**src/rtl/airi5c_dmem_req_buffer.sv**
```systemverilog
// Data-memory request stage: latches load/store fields, holds them across bus wait
// states, builds byte enables and lane-replicated store data, and extends load data.
module airi5c_dmem_req_buffer #(
    parameter int XLEN      = 32,
    parameter bit BYPASS    = 1'b1,
    parameter bit HOLD_ADDR = 1'b1
) (
    input  logic              clk_i,
    input  logic              rst_ni,
    input  logic              req_valid_i,
    input  logic              req_we_i,
    input  logic [1:0]        req_size_i,
    input  logic              req_unsigned_i,
    input  logic [XLEN-1:0]   alu_out_i,
    input  logic [XLEN-1:0]   wdata_i,
    output logic              stall_o,
    output logic              misaligned_o,
    output logic              dmem_req_o,
    output logic              dmem_we_o,
    output logic [XLEN-1:0]   dmem_addr_o,
    output logic [XLEN/8-1:0] dmem_be_o,
    output logic [XLEN-1:0]   dmem_wdata_o,
    input  logic              dmem_ready_i,
    input  logic              dmem_err_i,
    input  logic [XLEN-1:0]   dmem_rdata_i,
    output logic              rsp_valid_o,
    output logic [XLEN-1:0]   rsp_rdata_o,
    output logic              rsp_err_o
);
    // state | meaning
    // IDLE  | no transfer pending; may accept (and in bypass mode issue) a request
    // WAIT  | transfer issued from latched fields, waiting for dmem_ready_i

    localparam int NB = XLEN / 8;
    localparam int OW = $clog2(NB);
    localparam int SW = $clog2(XLEN);

    typedef enum logic {IDLE, WAIT} state_t;

    state_t state_q, state_d;

    logic [XLEN-1:0] addr_q;
    logic [XLEN-1:0] wdata_q;
    logic            we_q;
    logic            uns_q;
    logic [1:0]      size_q;

    logic            mis;
    logic            accept;
    logic [OW-1:0]   in_off;

    logic [XLEN-1:0] act_addr;
    logic [XLEN-1:0] act_wdata;
    logic            act_we;
    logic            act_uns;
    logic [1:0]      act_size;
    logic [OW-1:0]   act_off;

    logic [NB-1:0]   be_full;
    logic [XLEN-1:0] wd_rep;
    logic [XLEN-1:0] rd_shift;
    logic [XLEN-1:0] ext;
    logic [SW-1:0]   msb;
    logic            fill;

    always_comb begin
        in_off = alu_out_i[OW-1:0];
        mis    = 1'b0;
        case (req_size_i)
            2'b00:   mis = 1'b0;
            2'b01:   mis = alu_out_i[0];
            2'b10:   mis = |alu_out_i[1:0];
            default: mis = (XLEN == 32) || (|in_off);
        endcase
    end

    // Reset gates acceptance so the bus request drops the instant reset asserts.
    assign accept       = rst_ni && (state_q == IDLE) && req_valid_i && !mis;
    assign misaligned_o = rst_ni && (state_q == IDLE) && req_valid_i && mis;

    always_ff @(posedge clk_i or negedge rst_ni) begin
        if (!rst_ni) begin
            state_q <= IDLE;
            addr_q  <= '0;
            wdata_q <= '0;
            we_q    <= 1'b0;
            uns_q   <= 1'b0;
            size_q  <= 2'b00;
        end else begin
            state_q <= state_d;
            if (accept) begin
                addr_q  <= alu_out_i;
                wdata_q <= wdata_i;
                we_q    <= req_we_i;
                uns_q   <= req_unsigned_i;
                size_q  <= req_size_i;
            end
        end
    end

    always_comb begin
        state_d = state_q;
        case (state_q)
            IDLE: begin
                if (accept) begin
                    state_d = (BYPASS && dmem_ready_i) ? IDLE : WAIT;
                end
            end
            WAIT: begin
                if (dmem_ready_i) begin
                    state_d = IDLE;
                end
            end
        endcase
    end

    // In WAIT the latched fields drive the bus; otherwise the live inputs do (bypass issue).
    always_comb begin
        if (state_q == WAIT) begin
            act_addr  = addr_q;
            act_wdata = wdata_q;
            act_we    = we_q;
            act_uns   = uns_q;
            act_size  = size_q;
        end else begin
            act_addr  = alu_out_i;
            act_wdata = wdata_i;
            act_we    = req_we_i;
            act_uns   = req_unsigned_i;
            act_size  = req_size_i;
        end
        act_off = act_addr[OW-1:0];
    end

    always_comb begin
        be_full = '0;
        wd_rep  = '0;
        case (act_size)
            2'b00: begin
                be_full = NB'(1) << act_off;
                wd_rep  = {NB{act_wdata[7:0]}};
            end
            2'b01: begin
                be_full = NB'(3) << act_off;
                wd_rep  = {(NB/2){act_wdata[15:0]}};
            end
            2'b10: begin
                be_full = NB'(4'hF) << act_off;
                wd_rep  = {(NB/4){act_wdata[31:0]}};
            end
            default: begin
                be_full = '1;
                wd_rep  = act_wdata;
            end
        endcase
    end

    assign dmem_req_o   = (state_q == WAIT) || (BYPASS && accept);
    assign dmem_we_o    = dmem_req_o & act_we;
    assign dmem_addr_o  = dmem_req_o ? act_addr : (HOLD_ADDR ? addr_q : '0);
    assign dmem_be_o    = dmem_req_o ? be_full : '0;
    assign dmem_wdata_o = dmem_req_o ? wd_rep : '0;

    assign stall_o      = (dmem_req_o & ~dmem_ready_i) | (!BYPASS && accept);
    assign rsp_valid_o  = dmem_req_o & dmem_ready_i;
    assign rsp_err_o    = rsp_valid_o & dmem_err_i;

    always_comb begin
        rd_shift = dmem_rdata_i >> {act_off, 3'b000};
        case (act_size)
            2'b00:   msb = SW'(7);
            2'b01:   msb = SW'(15);
            2'b10:   msb = SW'(31);
            default: msb = SW'(XLEN - 1);
        endcase
        fill = ~act_uns & rd_shift[msb];
        ext  = '0;
        for (int i = 0; i < XLEN; i++) begin
            ext[i] = (SW'(i) > msb) ? fill : rd_shift[i];
        end
    end

    assign rsp_rdata_o = (rsp_valid_o & ~act_we) ? ext : '0;

endmodule
```
**config.mk**
```make
export PLATFORM = sky130hd
export DESIGN_NAME = airi5c_dmem_req_buffer
export DESIGN_NICKNAME = d
export VERILOG_FILES = /design/src/rtl/airi5c_dmem_req_buffer.sv
export SDC_FILE = /design/constraint.sdc
export NUM_CORES = 1
export LEC_CHECK = 0
export ABC_AREA = 1
export BUFFER_PORTS_ARGS = -buffer_cell sky130_fd_sc_hd__buf_4
export CORE_ASPECT_RATIO = 1.5
export CORE_MARGIN = 2
export CORE_UTILIZATION = 25
export CTS_CLUSTER_DIAMETER = 80
export DETAILED_ROUTE_END_ITERATION = 10
export MAX_ROUTING_LAYER = met4
export PLACE_DENSITY = 0.5
export RECOVER_POWER = 100
export SETUP_SLACK_MARGIN = 0.1
export SLEW_MARGIN = 40
export SYNTH_ARGS = -nofsm -noshare
export SYNTH_HDL_FRONTEND = slang
export SYNTH_SLANG_ARGS = --single-unit
```
**constraint.sdc**
```tcl
create_clock -name clk_i -period 3.2 [get_ports clk_i]
set_clock_uncertainty 0.1 [all_clocks]
set_input_delay 0.16 -clock clk_i [delete_from_list [all_inputs] [get_ports clk_i]]
set_output_delay 0.16 -clock clk_i [all_outputs]
set_load 0.01 [all_outputs]
```
=== Yosys cells after proc, flatten, opt, wreduce, memory -nomap -nowiden ===
Index checks and enable logic that the tools add are counted.

* Flip-flop bits (word level): 69
* Input bits: 105
* Output and inout port bits: 106
* Word-level logic and storage cells: 116

* Order comparisons: 33
* Eq/ne operators: 4
* Shift operators: 4
* Muxes and demuxes: 50
* Bitwise gates (word level): 10
* Reductions and logical operators: 9

{| class="wikitable"
|+ Operator list
! kind !! count
|-
| 2-to-1 mux 32 bit || 5
|-
| > comparator 5 bit, first input constant || 16
|-
| one-hot mux 32 bit (2 select lines) || 1
|-
| > comparator 4 x 5 -> 1 bit, first input constant || 8
|-
| 2-to-1 mux 1 bit || 37
|-
| >> shifter 32 x 5 -> 32 bit || 1
|-
| > comparator 3 x 5 -> 1 bit, first input constant || 4
|-
| one-hot mux 4 bit (3 select lines) || 1
|-
| > comparator 1 x 5 -> 1 bit, first input constant || 2
|-
| > comparator 2 x 5 -> 1 bit, first input constant || 2
|-
| one-hot mux 5 bit (2 select lines) || 1
|-
| bitwise AND 1 bit || 6
|-
| less-than comparator 5 x 6 -> 1 bit, second input constant || 1
|-
| binary-select mux 1 bit (select 5 bit) || 1
|-
| == test 2 x 1 -> 1 bit, second input constant || 2
|-
| == test 2 bit, second input constant || 2
|-
| logical AND 1 bit || 4
|-
| logical NOT 2 bit || 2
|-
| 2-to-1 mux 4 bit || 1
|-
| NOT 1 bit || 4
|-
| left shift 1 x 2 -> 4 bit, first input constant || 1
|-
| left shift 2 x 2 -> 4 bit, first input constant || 1
|-
| left shift 4 x 2 -> 4 bit, first input constant || 1
|-
| one-hot mux 1 bit (3 select lines) || 1
|-
| 5 further kinds || 5
|}

=== Depth between registers and ports, before layout ===
* Depth after elaboration: 8
* Gate-level depth with buffers: 15
* Mapped depth without buffers: 12

=== Least setup slack after synthesis ===
OpenSTA, ideal clock, no wires.

* Path kind: register to output
* From: reg state_q
* To: out dmem_wdata_o[19]
* Arrival time: 2.402 ns
* Data required time: 2.940 ns
* Path slack: 0.538 ns
* Stages on the path, launching flop included: 15
* Buffers on the path: 4
* Path through: dfrtp_1 buf_6 buf_2 buf_2 o21ai_0 inv_1 ha_1 nor2_2 inv_1 clkbuf_1 a21oi_1 o21ai_0 o21ai_0 nand2_1 inv_1

* Cells in the longest elaborated chain, start to end: 6
* Elaborated cells between the ends (all ways): 11
* Those cells by class: eq/ne: 1; mux: 4; bitwise: 1; reduce/logical: 5

{| class="wikitable"
|+ RTL lines
! element !! line !! RTL
|-
| from (decl) || 40 || <nowiki>state_t state_q, state_d;</nowiki>
|-
| from (signal assigned) || 90 || <nowiki>state_q <= state_d;</nowiki>
|-
| parallel branches: the longest is 5 deep, another holds one-hot mux 32 bit (2 select lines) || - ||
|-
| 2-to-1 mux 32 bit (*) || 162 || <nowiki>assign dmem_wdata_o = dmem_req_o ? wd_rep : '0;</nowiki>
|-
| to (decl) || 22 || <nowiki>output logic [XLEN-1:0] dmem_wdata_o,</nowiki>
|}

Mark *: on every way between the ends.

=== Worst setup path in the final report ===
* From: reg state_q
* To: out dmem_wdata_o[31]

The elaborated chain is that of the path after synthesis.

==> metrics <==
CP Max Fanout 11; clk sinks 69; Post-synth EDFFs 0; Final ANT Viol Nets 0; largest net degree at the start of global routing 135; Syn Area/Cell 7.29 um2; Tmin final 2.99 ns; Seq cells post-synth 69; Syn Inst Count 678; Pleak 3.58 nW; final core occ 36.1%; final instance area 7050 um2; Final Wtd Congestion 0.787; fin cells 1164; most common cell in the netlist o21ai_0; diodes inserted 0; Final Power 3.23 mW; RSZ-0062 raised after global routing yes; Main synth FF type dfrtp_1; startpoint class of the critical path flop; Die Wd 119 um; total global routing overflow 0; clk buf depth 2; Max-cap violations 0; Starting Density 25.3%; Simple-Gate Fraction of Synth Area 18.0%; dpl cells 1115; total CTS buffers 9; share of cells above drive strength 1 25.7%; run status completed; fin. max-slew vios 0; Rel. slew slack 12.8%; period utilization 93.6%; mux cell area share after synthesis 13.9%; worst hold-check path type in -> reg; Final Hold Viols 0; Mapped Nets 788; Setup TNS 0 ns; HPWL after DPL 12.8 mm; Setup crit start state_q$_DFF_PN0_; post-synthesis sequential area ratio 35.0%; WL/cell 14.8 um; maximum vdd drop 0.000238 V; H-tree Lvls 3; Reg clk slew, reported paths 0.07 ns; cell row count 63; largest family of logic cells by synthesized area compound AO/OA/AOI/OAI gates; Die H 176 um; post-synthesis xor/xnor area fraction 0%; Worst-Skew Late Latency 0.32 ns; initial antenna violation count 0; Initial DRC Count 257; hold path cells 3; Remaining DRCs 0; Min Hold Slack 0.00684 ns; area leader, netlist dfrtp_1; FF-to-FF path depth 8; Synth top area share 35.0%; I/O Buffers 210; CORE AREA 19500 um2; f_max 334 MHz; vias in the first global route 5142; FILL cells 2234; FFs w/ async S/R, synth 100%; WP data required 2.94 ns; critical path type reg -> out; R2R setup slack 0.95 ns; Synth top cells by count o21ai_0, nand2_1, inv_1; Setup WS post-layout 0.205 ns; Area Overhead vs Synth 42.8%; clk root buf clkbuf_16; worst r2r dst addr_q[1]$_DFFE_PN0P_; Hold Path End wdata_q[18]$_DFFE_PN0P_; CP endpoint kind output pin; first-pass GRT wire length 27.0 mm; Compound-Gate Fraction of Synth Area 19.2%; Total GRT Usage 16.7%; Area contributors post-synth dfrtp_1, mux2_2, o21ai_0; yosys warns 0; hold_sp wdata_i[18]; dpl cell area 6740 um2; I/O pin count 211; final WL 17.2 mm; Worst EP arrival 2.73 ns; Worst-Margin Slew 1.31 ns; Post-Syn Area 4940 um2; worst reg2reg startpoint state_q$_DFF_PN0_; 1st-pass router iterations 5; die area 20900 um2; pwr/cell area 458 nW/um2; Vias 5198; Final #Nets 1009; register area 1730 um2; Place WS 0.402 ns; final setup violation count 0; vias per inst 4.47; area share of fa/ha/maj cells after synthesis 1.27%; area of the multi-input gates 2600 um2; Yosys cell types 29; CTS tree done
## worst max path at each step
stage	to	cells past startpoint
after detailed placement	rsp_rdata_o[11]	13
after global placement	rsp_rdata_o[11]	13
after global routing	dmem_wdata_o[26]	13
after floorplan	dmem_wdata_o[19]	14
final	dmem_wdata_o[31]	12
after CTS	rsp_rdata_o[31]	12
## layout make-up
| cell class | instances | share of cell area, % |
|---|---|---|
| multi-input combinational | 455 | 36.8 |
| clock buffer | 10 | 3.39 |
| tap | 260 | 4.61 |
| inverter | 111 | 6.07 |
| sequential | 69 | 24.5 |
| clock inverter | 6 | 0.639 |
| timing repair buffer | 253 | 24.0 |
## critical path, cell delays in order, from the launching register on
cell and delay, ns:
dfrtp_1 0.46, inv_6 0.04, or2_2 0.28, o21ai_2 0.10, inv_1 0.09, ha_1 0.28, nor2_4 0.22, clkbuf_2 0.33
o21ai_0 0.15, a21oi_1 0.12, o21ai_0 0.13, inv_1 0.10, buf_4 0.12
## cells by family (layout without fill, tap and decap cells)
| kind of cell | Yosys count | after routing |
|---|---|---|
| buffers and inverters | 154 | 380 |
| adder cells (fa/ha/maj) | 5 | 5 |
| flip-flops | 69 | 69 |
| multiplexers | 61 | 61 |
| AND/OR/NAND/NOR | 206 | 206 |
| AO/OA/AOI/OAI | 183 | 183 |
## routing by layer
layer | track usage, % | wire length (um)
met1 | 18.9 | 7040
met2 | 29.3 | 8890
met3 | 2.87 | 769
met4 | 6.10 | 484
met5 | - | 0
## cell usage in the layout, fill, tap and decap left out, drive strengths merged
cell type / n
a21oi: 28
a22oi: 1
a31oi: 9
buf: 132
clkbuf: 98
clkinv: 1
clkinvlp: 4
dfrtp: 69
dlygate4sd3: 33
ha: 5
inv: 112
mux2: 61
nand2: 122
nand3: 10
nor2: 55
nor3: 15
nor4: 1
o21a: 7
o21ai: 137
o31ai: 1
or2: 3
## timing repair
item / CTS / global route
buffers inserted: 0 / 0
hold buffers: 33 / 0
gates cloned: 0 / 0
resized for setup: 2 / 10
endpoints found under the setup margin: 19 / 42
endpoints found under the hold margin: 50 / 0
## report_power, final
part           switching, mW  total, mW  leakage, nW  internal [mW]
logic                  0.607       1.11         2.60          0.503
registers             0.0957       1.17        0.842           1.07
clock network          0.405      0.955        0.132          0.550
## registers in the layout, summed over array words and instances (netlist names)
register / flops
addr_q: 32
state_q: 1
wdata_q: 32
we_q: 1
uns_q: 1
size_q: 2
No activity file was read; power rests on OpenSTA's default activity.
